## src/rtl/fir_tap_sequencer.sv

```systemverilog
// Coefficient-load and per-sample MAC sequencer driving the ReConf_FirFilter RAM/MUL/ACC controls.
// Optional dropped-strobe counter on oOverrunCnt is enabled by defining FIR_SEQ_OVERRUN_CNT_EN.
module fir_tap_sequencer #(
    parameter int NUM_TAPS     = 10,
    parameter int ADDR_W       = 6,
    parameter int DATA_W       = 16,
    parameter int UPD_HOLD_CYC = 2
) (
    input  logic              iClk12M,
    input  logic              iRsn,
    input  logic              iEnSample600k,
    input  logic              iCoeffLoadReq,
    input  logic              iCoeffValid,
    input  logic [DATA_W-1:0] iCoeffData,
    output logic              oCoeffReady,
    output logic              oCoeffUpdateFlag,
    output logic              oCsnRam,
    output logic              oWrnRam,
    output logic [ADDR_W-1:0] oAddrRam,
    output logic [DATA_W-1:0] oWtDtRam,
    output logic              oEnMul,
    output logic              oEnAddAcc,
    output logic              oBusy,
    output logic              oRunDone,
    output logic              oCoeffDone,
    output logic              oOverrun,
    output logic [7:0]        oOverrunCnt
);

    localparam logic [ADDR_W-1:0] LAST_TAP  = ADDR_W'(NUM_TAPS - 1);
    localparam logic [ADDR_W-1:0] LAST_HOLD = ADDR_W'(UPD_HOLD_CYC - 1);

    typedef enum logic [2:0] {
        S_IDLE,
        S_UPD_SETUP,
        S_UPD_WRITE,
        S_UPD_HOLD,
        S_RD_RUN,
        S_RD_DRAIN1,
        S_RD_DRAIN2
    } state_e;

    state_e            state_q, state_d;
    logic [ADDR_W-1:0] cnt_q, cnt_d;
    logic              rd_last_q, rd_last_d;
    logic              pend_q, pend_d;

    logic              ready_q, ready_d;
    logic              flag_q, flag_d;
    logic              csn_q, csn_d;
    logic              wrn_q, wrn_d;
    logic [ADDR_W-1:0] addr_q, addr_d;
    logic [DATA_W-1:0] wtdt_q, wtdt_d;
    logic              en_mul_q, en_mul_d;
    logic              en_acc_q, en_acc_d;
    logic              busy_q, busy_d;
    logic              run_done_q, run_done_d;
    logic              coeff_done_q, coeff_done_d;
    logic              overrun_q, overrun_d;

    logic accept;
    assign accept = (state_q == S_UPD_WRITE) && ready_q && iCoeffValid;

    // NOTE: sequential state uses non-blocking assignments so every register samples pre-edge values.
    always_ff @(posedge iClk12M or negedge iRsn) begin
        if (!iRsn) begin
            state_q   <= S_IDLE;
            cnt_q     <= '0;
            rd_last_q <= 1'b0;
            pend_q    <= 1'b0;
        end else begin
            state_q   <= state_d;
            cnt_q     <= cnt_d;
            rd_last_q <= rd_last_d;
            pend_q    <= pend_d;
        end
    end

    // NOTE: every combinational output gets a default first, so no path can infer a latch.
    always_comb begin
        state_d   = state_q;
        cnt_d     = cnt_q;
        rd_last_d = rd_last_q;
        pend_d    = pend_q | iCoeffLoadReq;
        unique case (state_q)
            S_IDLE: begin
                cnt_d     = '0;
                rd_last_d = 1'b0;
                if (iEnSample600k) begin
                    state_d = S_RD_RUN;
                end else if (pend_q || iCoeffLoadReq) begin
                    state_d = S_UPD_SETUP;
                    pend_d  = 1'b0;
                end
            end
            S_UPD_SETUP: begin
                state_d = S_UPD_WRITE;
                cnt_d   = '0;
            end
            S_UPD_WRITE: begin
                if (accept) begin
                    if (cnt_q == LAST_TAP) begin
                        state_d = S_UPD_HOLD;
                        cnt_d   = '0;
                    end else begin
                        cnt_d = cnt_q + 1'b1;
                    end
                end
            end
            S_UPD_HOLD: begin
                if (cnt_q == LAST_HOLD) begin
                    state_d = S_IDLE;
                    cnt_d   = '0;
                end else begin
                    cnt_d = cnt_q + 1'b1;
                end
            end
            S_RD_RUN: begin
                // The last tap sets a flag instead of incrementing, so the counter never wraps.
                if (rd_last_q) begin
                    state_d = S_RD_DRAIN1;
                end else if (cnt_q == LAST_TAP) begin
                    rd_last_d = 1'b1;
                end else begin
                    cnt_d = cnt_q + 1'b1;
                end
            end
            S_RD_DRAIN1: state_d = S_RD_DRAIN2;
            S_RD_DRAIN2: state_d = S_IDLE;
            default:     state_d = S_IDLE;
        endcase
    end

    always_comb begin
        csn_d        = 1'b1;
        wrn_d        = 1'b1;
        addr_d       = '0;
        wtdt_d       = '0;
        ready_d      = (state_d == S_UPD_WRITE);
        flag_d       = (state_d == S_UPD_SETUP) || (state_d == S_UPD_WRITE) ||
                       (state_d == S_UPD_HOLD);
        busy_d       = (state_d != S_IDLE);
        en_mul_d     = !csn_q && wrn_q;
        en_acc_d     = en_mul_q;
        run_done_d   = (state_q == S_RD_DRAIN2);
        coeff_done_d = (state_q == S_UPD_HOLD) && (state_d == S_IDLE);
        overrun_d    = iEnSample600k && (state_q != S_IDLE);
        unique case (state_q)
            S_UPD_WRITE: begin
                if (accept) begin
                    csn_d  = 1'b0;
                    wrn_d  = 1'b0;
                    addr_d = cnt_q;
                    wtdt_d = iCoeffData;
                end
            end
            S_RD_RUN: begin
                if (!rd_last_q) begin
                    csn_d  = 1'b0;
                    addr_d = cnt_q;
                end
            end
            default: ;
        endcase
    end

    always_ff @(posedge iClk12M or negedge iRsn) begin
        if (!iRsn) begin
            ready_q      <= 1'b0;
            flag_q       <= 1'b0;
            csn_q        <= 1'b1;
            wrn_q        <= 1'b1;
            addr_q       <= '0;
            wtdt_q       <= '0;
            en_mul_q     <= 1'b0;
            en_acc_q     <= 1'b0;
            busy_q       <= 1'b0;
            run_done_q   <= 1'b0;
            coeff_done_q <= 1'b0;
            overrun_q    <= 1'b0;
        end else begin
            ready_q      <= ready_d;
            flag_q       <= flag_d;
            csn_q        <= csn_d;
            wrn_q        <= wrn_d;
            addr_q       <= addr_d;
            wtdt_q       <= wtdt_d;
            en_mul_q     <= en_mul_d;
            en_acc_q     <= en_acc_d;
            busy_q       <= busy_d;
            run_done_q   <= run_done_d;
            coeff_done_q <= coeff_done_d;
            overrun_q    <= overrun_d;
        end
    end

`ifdef FIR_SEQ_OVERRUN_CNT_EN
    logic [7:0] ovr_cnt_q, ovr_cnt_d;

    always_comb begin
        ovr_cnt_d = ovr_cnt_q;
        if (overrun_d && (ovr_cnt_q != 8'hFF)) begin
            ovr_cnt_d = ovr_cnt_q + 8'd1;
        end
    end

    always_ff @(posedge iClk12M or negedge iRsn) begin
        if (!iRsn) begin
            ovr_cnt_q <= 8'h00;
        end else begin
            ovr_cnt_q <= ovr_cnt_d;
        end
    end

    assign oOverrunCnt = ovr_cnt_q;
`else
    assign oOverrunCnt = 8'h00;
`endif

    assign oCoeffReady      = ready_q;
    assign oCoeffUpdateFlag = flag_q;
    assign oCsnRam          = csn_q;
    assign oWrnRam          = wrn_q;
    assign oAddrRam         = addr_q;
    assign oWtDtRam         = wtdt_q;
    assign oEnMul           = en_mul_q;
    assign oEnAddAcc        = en_acc_q;
    assign oBusy            = busy_q;
    assign oRunDone         = run_done_q;
    assign oCoeffDone       = coeff_done_q;
    assign oOverrun         = overrun_q;

endmodule

```

## config.mk

```make
export PLATFORM = sky130hd
export DESIGN_NAME = fir_tap_sequencer
export DESIGN_NICKNAME = d
export VERILOG_FILES = /design/src/rtl/fir_tap_sequencer.sv
export SDC_FILE = /design/constraint.sdc
export NUM_CORES = 1
export LEC_CHECK = 0
export BUFFER_PORTS_ARGS = -buffer_cell sky130_fd_sc_hd__buf_4
export CAP_MARGIN = 40
export CORE_ASPECT_RATIO = 1.1
export CORE_MARGIN = 2
export CORE_UTILIZATION = 49
export CTS_CLUSTER_DIAMETER = 150
export DETAILED_ROUTE_END_ITERATION = 10
export MAX_ROUTING_LAYER = met4
export PLACE_DENSITY_LB_ADDON = 0.25
export SETUP_SLACK_MARGIN = 0.1
export SLEW_MARGIN = 20
export SYNTH_ARGS = -nofsm -noshare
export SYNTH_HDL_FRONTEND = slang
export SYNTH_SLANG_ARGS = --single-unit
```

## constraint.sdc

```tcl
create_clock -name iClk12M -period 2.3 [get_ports iClk12M]
set_input_delay 0.23 -clock iClk12M [delete_from_list [all_inputs] [get_ports iClk12M]]
set_output_delay 0.23 -clock iClk12M [all_outputs]
set_load 0.05 [all_outputs]
```

==> results.md <==
- First drt pass iteration count: 4
- Post-synth top area share: 56.4%
- Share of layout cells above drive strength 1: 36.3%
- Comb power frac: 45.8%
- RSZ-0062 raised after global routing: false
- Ant diodes: 0
- P_leak: 1.17 nW
- Crit path capture type: flip-flop
- Min cycle time layout: 1.91 ns
- WHS: 0.182 ns
- Number of synthesized register bits: 43
- Tightest Pin Transition: 0.545 ns
- Area grow syn2layout: 26.0%
- Arr. time, crit path: 2.07 ns
- Critical Path Start Type: flip-flop
- I/O pin count: 61
- Sequential share of power: 38.6%
- Post-CTS setup repair buffer count: 0
- Hold Crit Class: in2reg
- Hold_buf cts: 1
- Initial Util: 50.5%
- Post-synth top flop: dfrtp_1
- Fin. Hold Viols: 0
- Design internal power: between 1.5 and 2 mW
- Cells after synthesis: 152
- Initial antenna violation count: 0
- Largest net degree at the start of global routing: 44
- Die width: 62.1 um
- Met3 Track Usage GR: 4.73%
- Reg-to-Reg End: cnt_q[4]
- R2R depth: 6
- Placer Congestion: 0.884
- Vias in the first global route: around 1200
- Post-CTS sizing: 0
- Worst slew margin: between 60% and 70%
- Detailed Route Iter0 Violations: 32
- Synth cell types: 40
- Setup TNS: 0 ns
- Syn_area_per_cell: 12.0 sq um
- Crit path from: cnt_q[1]
- Cell Area, Synth: between 1500 and 2000 sq um
- Total gr overflow: 0
- DRT antenna net count: 0
- Reg clk slew, reported paths: 0.08 ns
- Clock network power share: 15.6%
- Post-synth top area cell: dfrtp_1
- Critical path peak fanout: 6
- Vias per cell: 5.04
- TritonCTS clock tree: built
- NumNets Final: between 200 and 250
- Syn. warnings: 0
- Max_cap viols: 0
- Global-route wire length before repair: roughly 5.5 mm
- Final period utilization: a little over four fifths
- Clock Skew: between 0.003 and 0.004 ns
- Die area: 4210 sq um
- Floorplan die height: 67.9 um
- Clock tree buffer depth: 2
- GR Util met2: between 20 and 30%
- CTS sink count: 43
- Fillcell total: 286
- CP Data Required Time: 2.46 ns
- TritonCTS buffer count: 5
- Fmax: 522 MHz
- M1 GR Usage: between 20% and 30%
- Ys async rst share: between 90% and 100%
- Switching power: 1.29 mW
- Synth top area cells: dfrtp_1 56%, and3_1 5.5%, buf_4 3.3%, dfstp_2 2.9%, nor3_1 2.5%
- Detailed-route via count: 1279
- WL/cell: 13.6 um
- Worst setup endpoint: cnt_q[4]
- Tot GR Track Use: 18.4%
- Root Buffer: clkbuf_8
- Drt total wl: ~3.4 mm
- Switching Share: a little under half
- Slew Limit Fails: 0
- Status: complete, no violations
- H-tree lvl count: 2
- Setup CP Type: reg2reg
- Pwr per Cell Area: 1250 nW/um^2
- R2R setup slack: 0.39 ns
- Clock latency on the worst-skew pair: 0.28 ns
- Register area share after synthesis: 59.3%
- Most Crowded Layer GR: met2
- EDFF count, synth: 0
- Hpwl dp: 2.59 mm
- Drt drc: 0
- Core Region: 3600 sq um
- Peak supply drop: 658 uV
- Setup violators final: 0
- Port bufs: 52
- RR Startpoint: cnt_q[1]
- Site row count: 23
-- cells in the final DEF, fill, tap and decap left out, types with 2 or more instances in the layout --
cell type	synthesis	final
buf_4	8	52
dfrtp_1	41	41
and3_1	16	16
nor3_1	9	9
conb_1	1	8
inv_1	7	7
nor2_1	7	7
clkbuf_8	0	5
nand2_1	4	4
nand2b_1	4	4
a21oi_2	3	3
and2_1	3	3
nand3_1	3	3
nor2b_1	3	3
o221ai_2	3	3
o22a_1	2	2
a21oi_1	2	2
a31oi_1	2	2
o211ai_2	2	2
o22ai_2	2	2
o211ai_1	2	2
o221ai_1	2	2
ha_1	2	2
dfstp_2	2	2
-- synth_stat cells (2+ instances only) --
cell type and n:
nand3_1 3, a31oi_1 2, buf_2 3, dfstp_2 2
and2_1 3, o221ai_1 2, nor2b_1 3, o22ai_2 2
buf_4 8, clkbuf_1 4, a21oi_1 2, o211ai_1 2
o22a_1 2, o221ai_2 3, nand2_1 4, inv_1 7
dfrtp_1 41, ha_1 2, and3_1 16, nor3_1 9
nor2_1 7, o211ai_2 2, a21oi_2 3, nand2b_1 4
-- per-stage QoR --
| stage | setup WS [ns] | utilization (%) | instances | instance area, sq um | power [mW] |
|---|---|---|---|---|---|
| floorplan | 0.601 | - | 159 | 1840 | 2.14 |
| global placement | 0.462 | 61.0 | 245 | 2200 | 2.39 |
| detailed placement | 0.379 | 61.0 | 245 | 2200 | 2.43 |
| CTS | 0.373 | 63.7 | 254 | 2290 | 2.88 |
| global route | 0.196 | 63.7 | 254 | 2290 | 3.04 |
| finish | 0.385 | 63.7 | 254 | 2290 | 2.86 |
-- worst max-delay path: stages, from the launching register on --
cell and delay (ns):
dfrtp_1 0.39, inv_1 0.09, ha_1 0.18, nor4b_4 0.15, a2111oi_2 0.48, or2_1 0.37
o221ai_2 0.13
-- power by group through the flow --
stage	Clock [mW]	Combinational (mW)	Sequential [mW]
after detailed placement	0	1.32	1.12
after CTS	0.463	1.32	1.10
after global routing	0.507	1.41	1.13
after floorplan	0	0.726	1.41
final	0.446	1.31	1.10
after global placement	0	1.28	1.11
-- worst min path at each step --
stage	from	endpoint	slack, ns	cells after the start
6_report	iCoeffData[6]	oWtDtRam[6]	0.18	2
5_1_grt	iCoeffData[15]	oWtDtRam[15]	0.17	2
4_1_cts	iCoeffData[6]	oWtDtRam[6]	0.17	2
3_5_place_dp	iRsn	oWtDtRam[6]	0.24	1
3_3_place_gp	iRsn	oEnAddAcc	0.23	1
2_1_floorplan	iRsn	cnt_q[0]	-0.07	0
-- state kept, by name, summed over array words and instances (netlist names) --
register / count
cnt_q: 6
oAddrRam: 6
oBusy: 1
oCoeffDone: 1
oCoeffReady: 1
oCoeffUpdateFlag: 1
oCsnRam: 1
oEnAddAcc: 1
oEnMul: 1
oOverrun: 1
oRunDone: 1
oWrnRam: 1
oWtDtRam: 16
pend_q: 1
rd_last_q: 1
state_q: 3
-- area by class of cell --
class	instances	area, sq um	share of cell area [%]
clock buffers	6	72.6	3.17
clock inverters	2	12.5	0.546
inverters	8	30.0	1.31
multi-input cells	92	634	27.7
flip-flops and latches	43	1080	47.1
well taps	50	62.6	2.73
repair buffers	53	400	17.5
-- cell families after synthesis --
logic type / Yosys count / synth area share [%]
other: 1 / 0.206
adders and majority gates: 2 / 1.38
DFF: 43 / 59.3
AOI/OAI and AO/OA: 24 / 12.5
buffers and inverters: 24 / 7.23
muxes: 1 / 0.551
and+or+nand+nor: 57 / 18.8
-- metal layers --
metal	part of all wire, %	vias up
met5	0	-
met3	6.7	4
met1	40	616
li1	-	615
met2	51	44
met4	1.5	0
(Power assumes the default switching activity.)
